===== config.mk =====
export PLATFORM = sky130hd
export DESIGN_NAME = add_round_key_stage
export DESIGN_NICKNAME = d
export VERILOG_FILES = /design/src/rtl/add_round_key_stage.sv
export SDC_FILE = /design/constraint.sdc
export NUM_CORES = 1
export LEC_CHECK = 0
export BUFFER_PORTS_ARGS = -buffer_cell sky130_fd_sc_hd__buf_4
export CAP_MARGIN = 20
export CORE_AREA = 2 2 162 164
export DETAILED_ROUTE_END_ITERATION = 6
export DIE_AREA = 0 0 164 166
export PLACE_DENSITY = 0.76
export SLEW_MARGIN = 10
export SYNTH_ARGS = -nofsm -noshare
export SYNTH_HDL_FRONTEND = slang
export SYNTH_SLANG_ARGS = --single-unit

===== constraint.sdc =====
create_clock -name clk -period 4.5 [get_ports clk]
set_input_delay 0 -clock clk [delete_from_list [all_inputs] [get_ports clk]]
set_output_delay 0 -clock clk [all_outputs]
set_load 0.01 [all_outputs]

===== src/rtl/add_round_key_stage.sv =====
// add_round_key_stage
//   AddRoundKey stage that follows MixColumns in the unrolled AES-128
//   encryption datapath. Each accepted block is XORed with its round key,
//   tagged with its round index and held in a first-word-fall-through queue,
//   so a stalled consumer can back-pressure the round pipeline without
//   losing a block. Completed (round-10) blocks are counted as they leave.
//
// Parameters
//   DEPTH  queue entries (power of two, >= 2)
//   CNT_W  width of blocks_done
//
// Ports
//   clk, rst_n         rising-edge clock, asynchronous active-low reset
//   in_valid/in_ready  input handshake; in_ready depends on occupancy only
//   in_data, in_key    128-bit state and round key, byte k = bits [8k:8k+7]
//   in_round           round tag, legal range 1..10
//   out_valid/out_ready output handshake; head entry shown combinationally
//   out_data, out_round head entry payload and tag
//   out_last           head tag equals 10
//   blocks_done        count of popped out_last entries, wraps
//   err_round          sticky illegal-round flag
//
// Build option
//   ADD_ROUND_KEY_ROUND_CHECK_EN  when defined, pushes tagged 0 or 11..15
//   are dropped and set err_round; otherwise every push is queued and
//   err_round is tied low.

module add_round_key_stage #(
  parameter int unsigned DEPTH = 2,
  parameter int unsigned CNT_W = 16
) (
  input  logic             clk,
  input  logic             rst_n,
  input  logic             in_valid,
  output logic             in_ready,
  input  logic [0:127]     in_data,
  input  logic [0:127]     in_key,
  input  logic [0:3]       in_round,
  output logic             out_valid,
  input  logic             out_ready,
  output logic [0:127]     out_data,
  output logic [0:3]       out_round,
  output logic             out_last,
  output logic [CNT_W-1:0] blocks_done,
  output logic             err_round
);

  localparam int unsigned PW = (DEPTH > 1) ? $clog2(DEPTH) : 1;
  localparam int unsigned CW = $clog2(DEPTH + 1);
  localparam logic [CW-1:0] FULL = CW'(DEPTH);

  logic [0:127]  mem_data  [DEPTH];
  logic [0:3]    mem_round [DEPTH];
  logic [PW-1:0] wr_ptr;
  logic [PW-1:0] rd_ptr;
  logic [CW-1:0] count;

  logic push;
  logic pop;
  logic write_en;
  logic round_legal;

  assign in_ready  = (count < FULL);
  assign out_valid = (count != '0);
  assign out_data  = mem_data[rd_ptr];
  assign out_round = mem_round[rd_ptr];
  assign out_last  = out_valid && (out_round == 4'd10);

  assign push        = in_valid && in_ready;
  assign pop         = out_valid && out_ready;
  assign round_legal = (in_round >= 4'd1) && (in_round <= 4'd10);

`ifdef ADD_ROUND_KEY_ROUND_CHECK_EN
  // An illegal tag still counts as an accepted handshake, but the block is
  // discarded rather than written.
  assign write_en = push && round_legal;

  always_ff @(posedge clk or negedge rst_n) begin
    if (!rst_n) begin
      err_round <= 1'b0;
    end else if (push && !round_legal) begin
      err_round <= 1'b1;
    end
  end
`else
  assign write_en  = push;
  assign err_round = 1'b0;
`endif

  always_ff @(posedge clk or negedge rst_n) begin
    if (!rst_n) begin
      for (int unsigned i = 0; i < DEPTH; i++) begin
        mem_data[i]  <= '0;
        mem_round[i] <= '0;
      end
    end else if (write_en) begin
      mem_data[wr_ptr]  <= in_data ^ in_key;
      mem_round[wr_ptr] <= in_round;
    end
  end

  always_ff @(posedge clk or negedge rst_n) begin
    if (!rst_n) begin
      wr_ptr <= '0;
      rd_ptr <= '0;
      count  <= '0;
    end else begin
      if (write_en) begin
        wr_ptr <= PW'((32'(wr_ptr) + 1) % DEPTH);
      end
      if (pop) begin
        rd_ptr <= PW'((32'(rd_ptr) + 1) % DEPTH);
      end
      if (write_en && !pop) begin
        count <= count + CW'(1);
      end else if (!write_en && pop) begin
        count <= count - CW'(1);
      end
    end
  end

  always_ff @(posedge clk or negedge rst_n) begin
    if (!rst_n) begin
      blocks_done <= '0;
    end else if (pop && out_last) begin
      blocks_done <= blocks_done + CNT_W'(1);
    end
  end

`ifndef ADD_ROUND_KEY_ROUND_CHECK_EN
  logic unused_legal;
  assign unused_legal = round_legal;
`endif

endmodule


Word-level counts from Yosys, hierarchy flattened
Cells that the tools add are included.
- add/sub/neg operators: 5
- multipliers: 0
- div/mod/pow operators: 0
- order comparisons: 4
- equality and inequality tests: 1
- shifts and indexed selects: 0
- muxes and demuxes: 14
- bitwise logic cells: 3
- reductions and logical operators: 11
- operator list (operator ; number):
    $mux W128 ; 4
    $bwmux W256 ; 1
    $demux W128 S1 ; 1
    $xor A128 B128 Y128 ; 1
    $add A16 B1 Y16 const B ; 1
    $mux W4 ; 4
    $bwmux W8 ; 1
    $logic_and A1 B1 Y1 ; 7
    $demux W4 S1 ; 1
    $eq A4 B4 Y1 const B ; 1
    $ge A2 B2 Y1 const B ; 2
    $mux W2 ; 2
    $not A1 Y2 ; 2
    $reduce_bool A2 Y1 ; 2
    $add A1 B1 Y1 const B ; 2
    $add A2 B1 Y2 const B ; 1
    $logic_not A1 Y1 ; 2
    $lt A2 B1 Y1 const B ; 1
    $lt A2 B2 Y1 const B ; 1
    $sub A2 B1 Y2 const B ; 1
- bits in registers: 284
- bits in latches: 0
- memory bits (writable): 0
- memory bits (read-only): 0
- logic and storage cells: 46
- memories: 0

Depth between registers and ports, before layout
Gate-level depths: netlist (run 1).
- word-level depth: 7
- gate-level depth with buffers: 7
- mapped depth without buffers: 7

Worst setup path before layout (run 1)
OpenSTA, ideal clock, no wires.
- path type: register to register
- start point: register count[0]
- end point: register count[1]
- setup time: 124 ps
- arrival time: 1487 ps
- data required time: 4376 ps
- slack: 2889 ps
- cell stages (with the launch flop): 8
- period minus slack after synthesis: 1611 ps
- cells stage by stage: dfrtp_1 or2_2 and2_1 inv_1 ha_1 xor2_1 nor2_1 xnor2_1
- word-level cells in the longest chain between the ends: 5
- RTL lines (what ; line ; text):
    start, declared ; 56 ; logic [CW-1:0] count;
    start signal, assigned ; 115 ; count <= count + CW'(1);
    start signal, assigned ; 117 ; count <= count - CW'(1);
    $reduce_bool A2 Y1 (*) ; 64 ; assign out_valid = (count != '0);
    via out_valid ; 39 ; output logic out_valid,
    $logic_and A1 B1 Y1 (*) ; 70 ; assign pop = out_valid && out_ready;
    $logic_not A1 Y1 ; 114 ; if (write_en && !pop) begin
    $logic_and A1 B1 Y1 ; 114 ;
    $mux W2 or $reduce_bool A2 Y1 (tied branches) ; n/a ;
Mark *: on every way through the listed nets, which the timed path passes. The rest lies on a longest branch. The select of a mux whose other input is x is not followed.
A chain may end at the register's enable or synchronous reset.

Worst setup path in the final report (run 1)
- start point: register rd_ptr
- end point: output port out_data[22] (netlist bit)
- word-level cells in the longest chain between the ends: 4
- RTL lines (what ; line ; text):
    start, declared ; 55 ; logic [PW-1:0] rd_ptr;
    start signal, assigned ; 112 ; rd_ptr <= PW'((32'(rd_ptr) + 1) % DEPTH);
    $not A1 Y2 (implied by the code) ; 65 ; assign out_data = mem_data[rd_ptr];
    $mux W128 (implied by the code) (3 in a row) ; 65 ;
    end, declared ; 41 ; output logic [0:127] out_data,
No other way between the ends. The select of a mux whose other input is x is not followed.

==> metrics, run 1 <==
run status=complete, no violations; layout cells sized above 1=33.3%; # setup viols final=0; Antenna Cells=0; H-tree levels=1; Slew @ Worst Pin=1.08 ns; TritonCTS clock tree=built; Worst EP arrival=2.59 ns; Seq/Total Area, Yosys=54.9%; Setup WS post-layout=1.91 ns; Synth Cell Area=13000 µm²; I/O pins=416; PortBufs=414; cells after synthesis=1206; max-slew violation count=0; total global routing overflow=0; Die W=164 µm; maximum root-to-sink buffer count=3; Place WS=2.10 ns; Setup CP Type=reg2out; FILL cells=1475; Static Leakage=9.00 nW; Worst setup startpoint=rd_ptr; r2r setup slk=1.97 ns; cts repair resizes=0; CP max FO=88; CP Capture Type=primary output; clock skew=0.0121 ns; yosys warns=0; RSZ-0062 raised after global routing=false; core box area=25600 µm²; DR vias/cell=5.22; Pre-antenna DRT Iters=5; post-synth cell types=32; # clock sinks=284; Fmax achieved=386 MHz; number of cells on the worst reg-to-reg path=6; PwrDens=637 nW/µm²; max cap viols=0; Peak VDD IR=0.000414 V; Via Count=11500; final setup TNS=0 ns; largest net degree at the start of global routing=155; wire per inst=17.6 µm; gr usage total=28.2%; GPL Wtd Cong=0.802; Antenna Nets Post-Route=0; Area Growth Syn to Fin=53.1%; FF+latch count, synth=284; Slew Limit Headroom=28.3%; syn_nets=1472; Post-DP HPWL=21500 µm; CTS Buf Count=29; first-pass GRT wire length=61600 µm; startpoint types=flip-flop; DIE HEIGHT=166 µm; vias in the first global route=12100; Reg2Reg Launch Point=count[1]; # rows=59; Remaining DRCs=0; clock root buffer=clkbuf_16; Final nets=2113; syn_area_per_cell=10.7 µm²; total wire length=38800 µm; Multi-input gate area=5470 µm²; Clk Latency, worst-skew pair=0.54 ns; Worst R2R End=mem_data[22]; drt first-iter violations=816; crit share post-route=57.6%; DIE AREA=27200 µm²; register area=7110 µm²; min cycle time layout=2.59 ns; WHS=0.159 ns; HP Class=in2async; Final Hold Fails=0; clock-pin slew on the worst setup and hold paths=0.06 ns; initial antenna violation count=0; critical path endpoint=out_data[22]; initial core utilization=50.6%; CP required=4.50 ns
## placed cells by master (no fill, tap or decap), drive strengths merged, types with 4 or more instances in the layout
cell and instances:
a21oi 128, buf 421, clkbuf 42, clkinv 8, dfrtp 284, dlygate4sd3 263
inv 8, mux2 141, nand2 133, nand3 5, nor2 132, nor3 4
nor4 5, o21ai 128, xnor2 140, xor2 8
## synthesized netlist by cell type
cell type	number	area, µm²
dfrtp_1	284	7110
mux2_2	141	1590
xnor2_1	140	1230
nand2_1	133	499
nor2_1	132	495
a21oi_1	128	641
o21ai_0	128	641
buf_2	45	225
clkbuf_1	25	93.8
inv_1	8	30.0
xor2_1	8	70.1
nand3_1	4	20.0
nor3_1	4	20.0
buf_6	3	33.8
nor4_4	3	63.8
and3_1	2	12.5
ha_1	2	25.0
nor4_2	2	25.0
and2_1	1	6.26
and4bb_1	1	12.5
buf_4	1	7.51
conb_1	1	3.75
nand2b_1	1	6.26
nand3_2	1	10.0
nand4_1	1	6.26
nor4b_2	1	15.0
nor4b_4	1	23.8
o2111a_1	1	11.3
o2111ai_2	1	15.0
o211a_1	1	10.0
or2_2	1	6.26
or3_1	1	6.26
## worst max-delay path, cell delays in order (launching register included)
cell and delay (ns):
dfrtp_4 0.89, buf_12 0.48, mux2_2 0.44, buf_4 0.16
## area by class of cell
class / instances / area share, %
clock inverter: 10 / 0.391
sequential: 284 / 35.8
timing repair buffer: 684 / 29.6
multi-input combinational: 840 / 27.6
clock buffer: 42 / 4.31
tap: 335 / 2.11
inverter: 8 / 0.151
## sequential cells by signal, summed over array words and instances, names as in the netlist
name / cells
rd_ptr: 1
mem_data: 256
blocks_done: 16
mem_round: 8
wr_ptr: 1
count: 2
## power by group
group | internal [mW] | switching [mW]
logic | 3.02 | 2.83
clock network | 1.37 | 0.976
registers | 3.72 | 0.732
total | 8.11 | 4.54
## layer usage
metal / vias up / wire (µm) / track usage [%] / part of all wire (%)
met2: 500 / 20100 / 51.2 / 52
li1: 5320 / - / - / -
met5: - / 0 / 0 / 0
met3: 116 / 2780 / 5.32 / 7.2
met1: 5558 / 14100 / 32.3 / 36
met4: 0 / 1800 / 11.7 / 4.6
## worst min-delay path by stage
| stage | from | to | slack (ns) | cells past startpoint |
|---|---|---|---|---|
| after floorplan | rst_n | blocks_done[0] | -0.30 | 0 |
| after global placement | rst_n | mem_data[93] | 0.15 | 1 |
| after detailed placement | rst_n | mem_data[69] | 0.16 | 1 |
| after CTS | rst_n | mem_data[69] | 0.18 | 2 |
| after global routing | rst_n | mem_data[221] | 0.25 | 2 |
| final | rst_n | mem_data[92] | 0.16 | 2 |
## cells by family after synthesis
| group | count (synthesis) | synth area share (%) |
|---|---|---|
| AOI/OAI and AO/OA | 259 | 10.2 |
| xor gates and xnor gates | 148 | 10.0 |
| adders and majority gates | 2 | 0.193 |
| buffers and inverters | 82 | 3.01 |
| DFF | 284 | 54.9 |
| muxes | 141 | 12.3 |
| other | 1 | 0.0289 |
| and+or+nand+nor | 289 | 9.48 |
## through the flow
stage	total power, mW	util, %	cell area, µm²	std cells
global placement	9.61	63.5	16300	1887
floorplan	7.42	-	13000	1206
global route	13.4	77.5	19800	2203
finish	12.6	77.5	19800	2203
CTS	12.4	77.4	19800	2202
detailed placement	9.81	63.5	16300	1887
## timing repair
item	4_1_cts	5_1_grt
buffers inserted	0	0
hold buffers	263	0
hold endpoints to repair	391	0
Power figures use the tool's default switching activity.
==> inputs of run 2 (changes only) <==
--- a/config.mk
+++ b/config.mk
@@ -5,12 +5,13 @@
 export SDC_FILE = /design/constraint.sdc
 export NUM_CORES = 1
 export LEC_CHECK = 0
+export ABC_AREA = 1
 export BUFFER_PORTS_ARGS = -buffer_cell sky130_fd_sc_hd__buf_4
 export CAP_MARGIN = 20
-export CORE_AREA = 2 2 162 164
+export CORE_MARGIN = 2
+export CORE_UTILIZATION = 47
 export DETAILED_ROUTE_END_ITERATION = 6
-export DIE_AREA = 0 0 164 166
-export PLACE_DENSITY = 0.76
+export PLACE_DENSITY = 0.73
 export SLEW_MARGIN = 10
 export SYNTH_ARGS = -nofsm -noshare
 export SYNTH_HDL_FRONTEND = slang
==> constraint.sdc (replaced) <==
create_clock -name clk -period 2.27 [get_ports clk]
set_input_delay 0 -clock clk [delete_from_list [all_inputs] [get_ports clk]]
set_output_delay 0 -clock clk [all_outputs]
set_load 0.01 [all_outputs]
==> run 2 against run 1 <==
The flow now finishes with violations (hold timing). Combinational power grew 88%. Sequential power grew 87%. Clock power grew 100%. Setup slack lost 1.9 ns. Clock skew grew 0.0071 ns. Wire length grew 10%. Cell area grew 4.4%. Sequential share of layout area shrank 1.5 points. Global-route usage shrank 0.48 points. Final cell count grew 25%. Worst hold slack lost 0.16 ns. Clock-buffer cell count grew 2. Critical endpoint is now out_data[103].
==> metrics, run 2 <==
min cycle time layout=2.23 ns; Antenna Nets Post-Route=0 (unchanged); Multi-input gate area=5550 µm² (+1.4%); Final Hold Fails=1 (+1); drt first-iter violations=1101 (+35%); # setup viols final=0 (unchanged); Slew @ Worst Pin=0.659 ns (-0.416 ns); core box area=28700 µm² (+12%); I/O pins=416 (unchanged); FF+latch count, synth=284 (unchanged); Top FF cell, synth=dfrtp_1; syn_area_per_cell=7.97 µm² (-26%); clock-pin slew on the worst setup and hold paths=0.06 ns (about the same); r2r setup slk=0.42 ns (-1.55 ns); hold_buf cts=263 (unchanged); Post-DP HPWL=25100 µm (+17%); final setup TNS=0 ns (unchanged); Remaining DRCs=0 (unchanged); largest area contributor in the netlist=dfrtp_1; Via Count=13700 (+20%); busiest layer in global routing=met2; TritonCTS clock tree=built; wire per inst=15.5 µm (-12%); number of flops mapped to enable cells by yosys=0 (unchanged); clock skew=0.0192 ns (+0.00712 ns); maximum root-to-sink buffer count=3 (unchanged); Fmax achieved=449 MHz; Die W=175 µm (+6.4%); CP required=2.27 ns (-2.23 ns); Reg2Reg Launch Point=rd_ptr; Final nets=2618 (+24%); Synth Cell Area=13700 µm² (+5.5%); postcts setup bufs=0 (unchanged); RSZ-0062 raised after global routing=false; most common cell after layout, fill and taps aside=nand2_1; largest stage delay on the critical path=0.57 ns (-0.32 ns); Setup CP Type=reg2out; leading registers by flop count=mem_data (256), blocks_done (16), mem_round (8); H-tree levels=1 (unchanged); cts repair resizes=0 (unchanged); register area=7110 µm² (unchanged); run status=complete, but fails checks; FILL cells=2032 (+38%); first-pass GRT wire length=68600 µm (+11%); top-area cell type share of the netlist area=52.0% (-2.8 points); DIE AREA=30500 µm² (+12%); GPL Wtd Cong=0.815 (+1.7%); DIE HEIGHT=175 µm (+5.1%); syn_nets=1980 (+35%); Static Leakage=10.6 nW (+17%); Synth area leaders=dfrtp_1 52%, nand2_1 20%, o21ai_0 9.8%; startpoint types=flip-flop; largest net degree at the start of global routing=142 (-8.4%); gr usage total=27.7% (-0.48 points); CP max FO=141 (+60%); Worst EP arrival=2.23 ns (-0.36 ns); Clk Latency, worst-skew pair=0.55 ns (about the same); Most flops, register=mem_data; count leader, synth=nand2_1; Worst R2R End=blocks_done[15]; Seq/Total Area, Yosys=52.0% (-2.8 points); # clock sinks=284 (unchanged); CP Capture Type=primary output; layout cells sized above 1=20.6% (-13 points); max cap viols=0 (unchanged); post-synth cell types=21 (-34%); Commonest cells post-synth=726 x nand2_1, 284 x dfrtp_1, 267 x o21ai_0; Cell Chain, Critical Path=buf_12 > o21ai_0 > buf_4; max-slew violation count=0 (unchanged); met1 GRT Util=32.4% (+0.12 points); initial antenna violation count=2 (+2); asr flop ratio synth=100% (unchanged); total wire length=42800 µm (+10%); Peak VDD IR=0.000696 V (+68%); crit share post-route=98.1%; DR vias/cell=4.98 (-4.5%); initial core utilization=47.6% (-3.0 points); global routing met3 resource utilization=5.29% (-0.027 points); PortBufs=414 (unchanged); CP max stage cell=o21ai_0; cells after synthesis=1714 (+42%); max FFs per register=256 (unchanged); yosys warns=0 (unchanged); # rows=62 (+5.1%); total global routing overflow=0 (unchanged); clock root buffer=clkbuf_16; number of cells on the worst reg-to-reg path=9 (+3); Pre-antenna DRT Iters=5 (unchanged); vias in the first global route=14000 (+15%); failing checks=hold timing; Area Growth Syn to Fin=51.6%; HP Class=in2async; met2 Track Usage GR=48.7% (-2.5 points); PwrDens=1160 nW/µm² (+82%); WHS=-0.00441 ns (-0.163 ns); Slew Limit Headroom=56.0% (+28 points); CTS Buf Count=30 (+3.4%); most frequent cells in the layout=726 x nand2_1, 420 x buf_4, 283 x dfrtp_1
run 2: per-layer routing:
metal	vias to the layer above	share of wire, %
met2	605	50
met5	-	0
met4	0	5.4
met1	6474	37
li1	6522	-
met3	144	7.2
run 2: critical path, delay by kind of cell (launching register included):
kind | cells | cell delay, ns
compound gates | 1 | 0.57
buf+inv | 2 | 0.48
flops | 1 | 0.52
run 2: worst max-delay path by stage:
stage / start / to / slack, ns / depth (start not counted)
after floorplan: count[0] / count[1] / 0.61 / 8
after detailed placement: rd_ptr / blocks_done[15] / 0.42 / 9
after global placement: rd_ptr / blocks_done[9] / 0.54 / 9
final: rd_ptr / out_data[103] / 0.04 / 3
after CTS: rd_ptr / out_data[103] / 0.1 / 3
after global routing: rd_ptr / out_last / 0.05 / 6
run 2: cells by family (layout without fill, tap and decap cells):
| family | count (synthesis) | after routing | synth area share [%] |
|---|---|---|---|
| AND/OR/NAND/NOR | 779 | 779 | 21.9 |
| XOR/XNOR | 134 | 134 | 8.59 |
| AO/OA/AOI/OAI | 268 | 268 | 9.82 |
| flip-flops | 284 | 284 | 52.0 |
| buffers and inverters | 246 | 906 | 7.45 |
| other | 1 | 3 | 0.0274 |
| adder cells (fa/ha/maj) | 2 | 2 | 0.183 |
run 2: area by class of cell:
class                           count  share of cell area (%)
Antenna cell                        2                  0.0242
Clock buffer                       44                    4.27
Clock inverter                     10                   0.380
Inverter                          157                    2.86
Multi-Input combinational cell   1184                    26.8
Sequential cell                   284                    34.3
Tap cell                          384                    2.32
Timing Repair Buffer              695                    29.1
run 2: metrics by stage:
step	setup WS (ns)	std cells	total power, mW	cell area (µm²)	util (%)
6_report	0.0438	2760	24.1	20700	72.2
5_1_grt	0.0486	2760	25.7	20700	72.2
4_1_cts	0.0964	2758	24.0	20700	72.2
3_5_place_dp	0.419	2441	18.6	17100	59.7
3_3_place_gp	0.536	2441	18.3	17100	59.7
2_1_floorplan	0.607	1714	13.8	13700	-
run 2: power by group:
part           leakage (nW)  internal (mW)  switching [mW]
registers              3.54           7.35           0.972
clock network         0.483           2.80            1.97
logic                  6.54           4.65            6.36
total                  10.6           14.8            9.30
==> inputs of run 3 (changes only) <==
--- a/config.mk
+++ b/config.mk
@@ -9,9 +9,12 @@
 export BUFFER_PORTS_ARGS = -buffer_cell sky130_fd_sc_hd__buf_4
 export CAP_MARGIN = 20
 export CORE_MARGIN = 2
-export CORE_UTILIZATION = 47
+export CORE_UTILIZATION = 48
+export CTS_BUF_LIST = sky130_fd_sc_hd__clkbuf_8
+export CTS_CLUSTER_DIAMETER = 80
 export DETAILED_ROUTE_END_ITERATION = 6
-export PLACE_DENSITY = 0.73
+export PLACE_DENSITY = 0.74
+export SKIP_CTS_REPAIR_TIMING = 1
 export SLEW_MARGIN = 10
 export SYNTH_ARGS = -nofsm -noshare
 export SYNTH_HDL_FRONTEND = slang
==> run 3 against run 2 <==
The flow still finishes with violations (hold timing). Sequential power is essentially flat. Combinational power barely moved. Utilization is 2.1 points higher. Sequential share of layout area barely moved. Wire length increased by 1.2%. Register-to-register slack gained 0.10 ns. Power shrank 1.0%. Clock skew fell by 0.0021 ns. Final cell count grew 0.98%. Critical path type unchanged. Largest cell class unchanged. Largest power group unchanged. Highest routed layer unchanged.
==> metrics, run 3 (synthesis gave the netlist of run 2 again) <==
crit share post-route=91.6% (-6.5 points); Final Hold Fails=1 (unchanged); WHS=-0.000726 ns (+0.00369 ns); busiest layer in global routing=met2; # clock sinks=284 (unchanged); # setup viols final=0 (unchanged); max cap viols=0 (unchanged); most frequent cells in the layout=726 x nand2_1, 423 x buf_4, 283 x dfrtp_1; Antenna Nets Post-Route=0 (unchanged); PortBufs=414 (unchanged); met1 GRT Util=30.5% (-1.9 points); Setup CP Type=reg2out; RSZ-0062 raised after global routing=false; Slew @ Worst Pin=0.677 ns (+0.0178 ns); startpoint types=flip-flop; Fmax achieved=481 MHz (+7.1%); Final nets=2642 (+0.92%); clock root buffer=clkbuf_8; clock skew=0.0171 ns (-0.00214 ns); CP Capture Type=primary output; Worst R2R End=blocks_done[15]; met2 Track Usage GR=41.8% (-6.8 points); max FFs per register=256 (unchanged); gr usage total=24.3% (-3.5 points); # rows=61 (-1.6%); vias in the first global route=12100 (-13%); initial antenna violation count=1 (-1); Static Leakage=10.7 nW (+1.0%); CP max FO=159 (+13%); Most flops, register=mem_data; min cycle time layout=2.08 ns (-0.147 ns); leading registers by flop count=mem_data (256), blocks_done (16), mem_round (8); failing checks=hold timing; H-tree levels=2 (+1); clock-pin slew on the worst setup and hold paths=0.06 ns (about the same); run status=complete, but fails checks; Peak VDD IR=0.000722 V (+3.7%); most common cell after layout, fill and taps aside=nand2_1; total wire length=43300 µm (+1.2%); CTS Buf Count=47 (+57%); GPL Wtd Cong=0.823 (+1.0%); Die W=173 µm (-1.0%); CP required=2.27 ns (about the same); total global routing overflow=0 (unchanged); wire per inst=15.5 µm (+0.24%); global routing met3 resource utilization=5.08% (-0.21 points); largest net degree at the start of global routing=160 (+13%); layout cells sized above 1=21.3% (+0.66 points); DR vias/cell=5.03 (+0.93%); final setup TNS=0 ns (unchanged); Area Growth Syn to Fin=51.8%; Remaining DRCs=0 (unchanged); I/O pins=416 (unchanged); max-slew violation count=0 (unchanged); r2r setup slk=0.52 ns (+0.10 ns); DIE HEIGHT=173 µm (-1.0%); Clk Latency, worst-skew pair=0.53 ns (-0.02 ns); maximum root-to-sink buffer count=3 (unchanged); Via Count=14000 (+1.9%); Reg2Reg Launch Point=rd_ptr; PwrDens=1150 nW/µm² (-1.1%); Pre-antenna DRT Iters=7 (+2); core box area=27900 µm² (-2.7%); DIE AREA=29800 µm² (-2.0%); number of cells on the worst reg-to-reg path=9 (unchanged); HP Class=in2async; TritonCTS clock tree=built; Worst EP arrival=2.08 ns (-0.15 ns); Post-DP HPWL=25000 µm (-0.62%); initial core utilization=48.9% (+1.3 points); post-layout util=74.3% (+2.1 points); first-pass GRT wire length=60100 µm (-12%); Slew Limit Headroom=54.9% (-1.2 points); drt first-iter violations=992 (-9.9%)
## run 3: how the worst max path moves through the flow
stage | startpoint | endpoint | depth (start not counted)
global placement | rd_ptr | blocks_done[15] | 9
global route | rd_ptr | out_data[7] | 4
CTS | rd_ptr | out_data[117] | 3
finish | rd_ptr | out_data[108] | 4
detailed placement | rd_ptr | blocks_done[15] | 9
floorplan | count[0] | count[1] | 8
## run 3: per-layer routing
| metal | wire (µm) | part of all wire, % |
|---|---|---|
| met5 | 0 | 0 |
| met4 | 1800 | 4.2 |
| met3 | 2790 | 6.4 |
| met2 | 22100 | 51 |
| met1 | 16600 | 38 |
## run 3: stage by stage
stage | total power [mW] | hold WS (ns) | area, µm² | instances | setup slack [ns]
after CTS | 23.0 | -0.590 | 18100 | 2523 | 0.0487
final | 23.8 | -0.000726 | 20700 | 2787 | 0.191
after detailed placement | 18.6 | 0.00252 | 17200 | 2442 | 0.528
after global placement | 18.3 | -0.000604 | 17200 | 2442 | 0.572
after global routing | 25.5 | 0.0335 | 20700 | 2787 | 0.0805
after floorplan | 13.8 | -0.296 | 13700 | 1714 | 0.607
## run 3: critical path, cell delays in order, from the launching register on
cell	delay (ns)
dfrtp_4	0.46
buf_12	0.46
nand2_1	0.16
o21ai_0	0.16
buf_4	0.18
## run 3: final cells by class
class / instances / area [µm²]
diodes: 1 / 2.50
clock buffers: 57 / 785
clock inverters: 24 / 123
fillers: 1912 / 7180
inverters: 157 / 592
multi-input cells: 1184 / 5550
flip-flops and latches: 284 / 7110
well taps: 378 / 473
repair buffers: 702 / 6110
## run 3: where the power goes
part / switching, mW / leakage, nW / internal (mW) / total [mW]
logic: 6.44 / 6.59 / 4.71 / 11.2
clock network: 2.01 / 0.539 / 2.37 / 4.37
registers: 0.971 / 3.54 / 7.35 / 8.32
total: 9.42 / 10.7 / 14.4 / 23.8
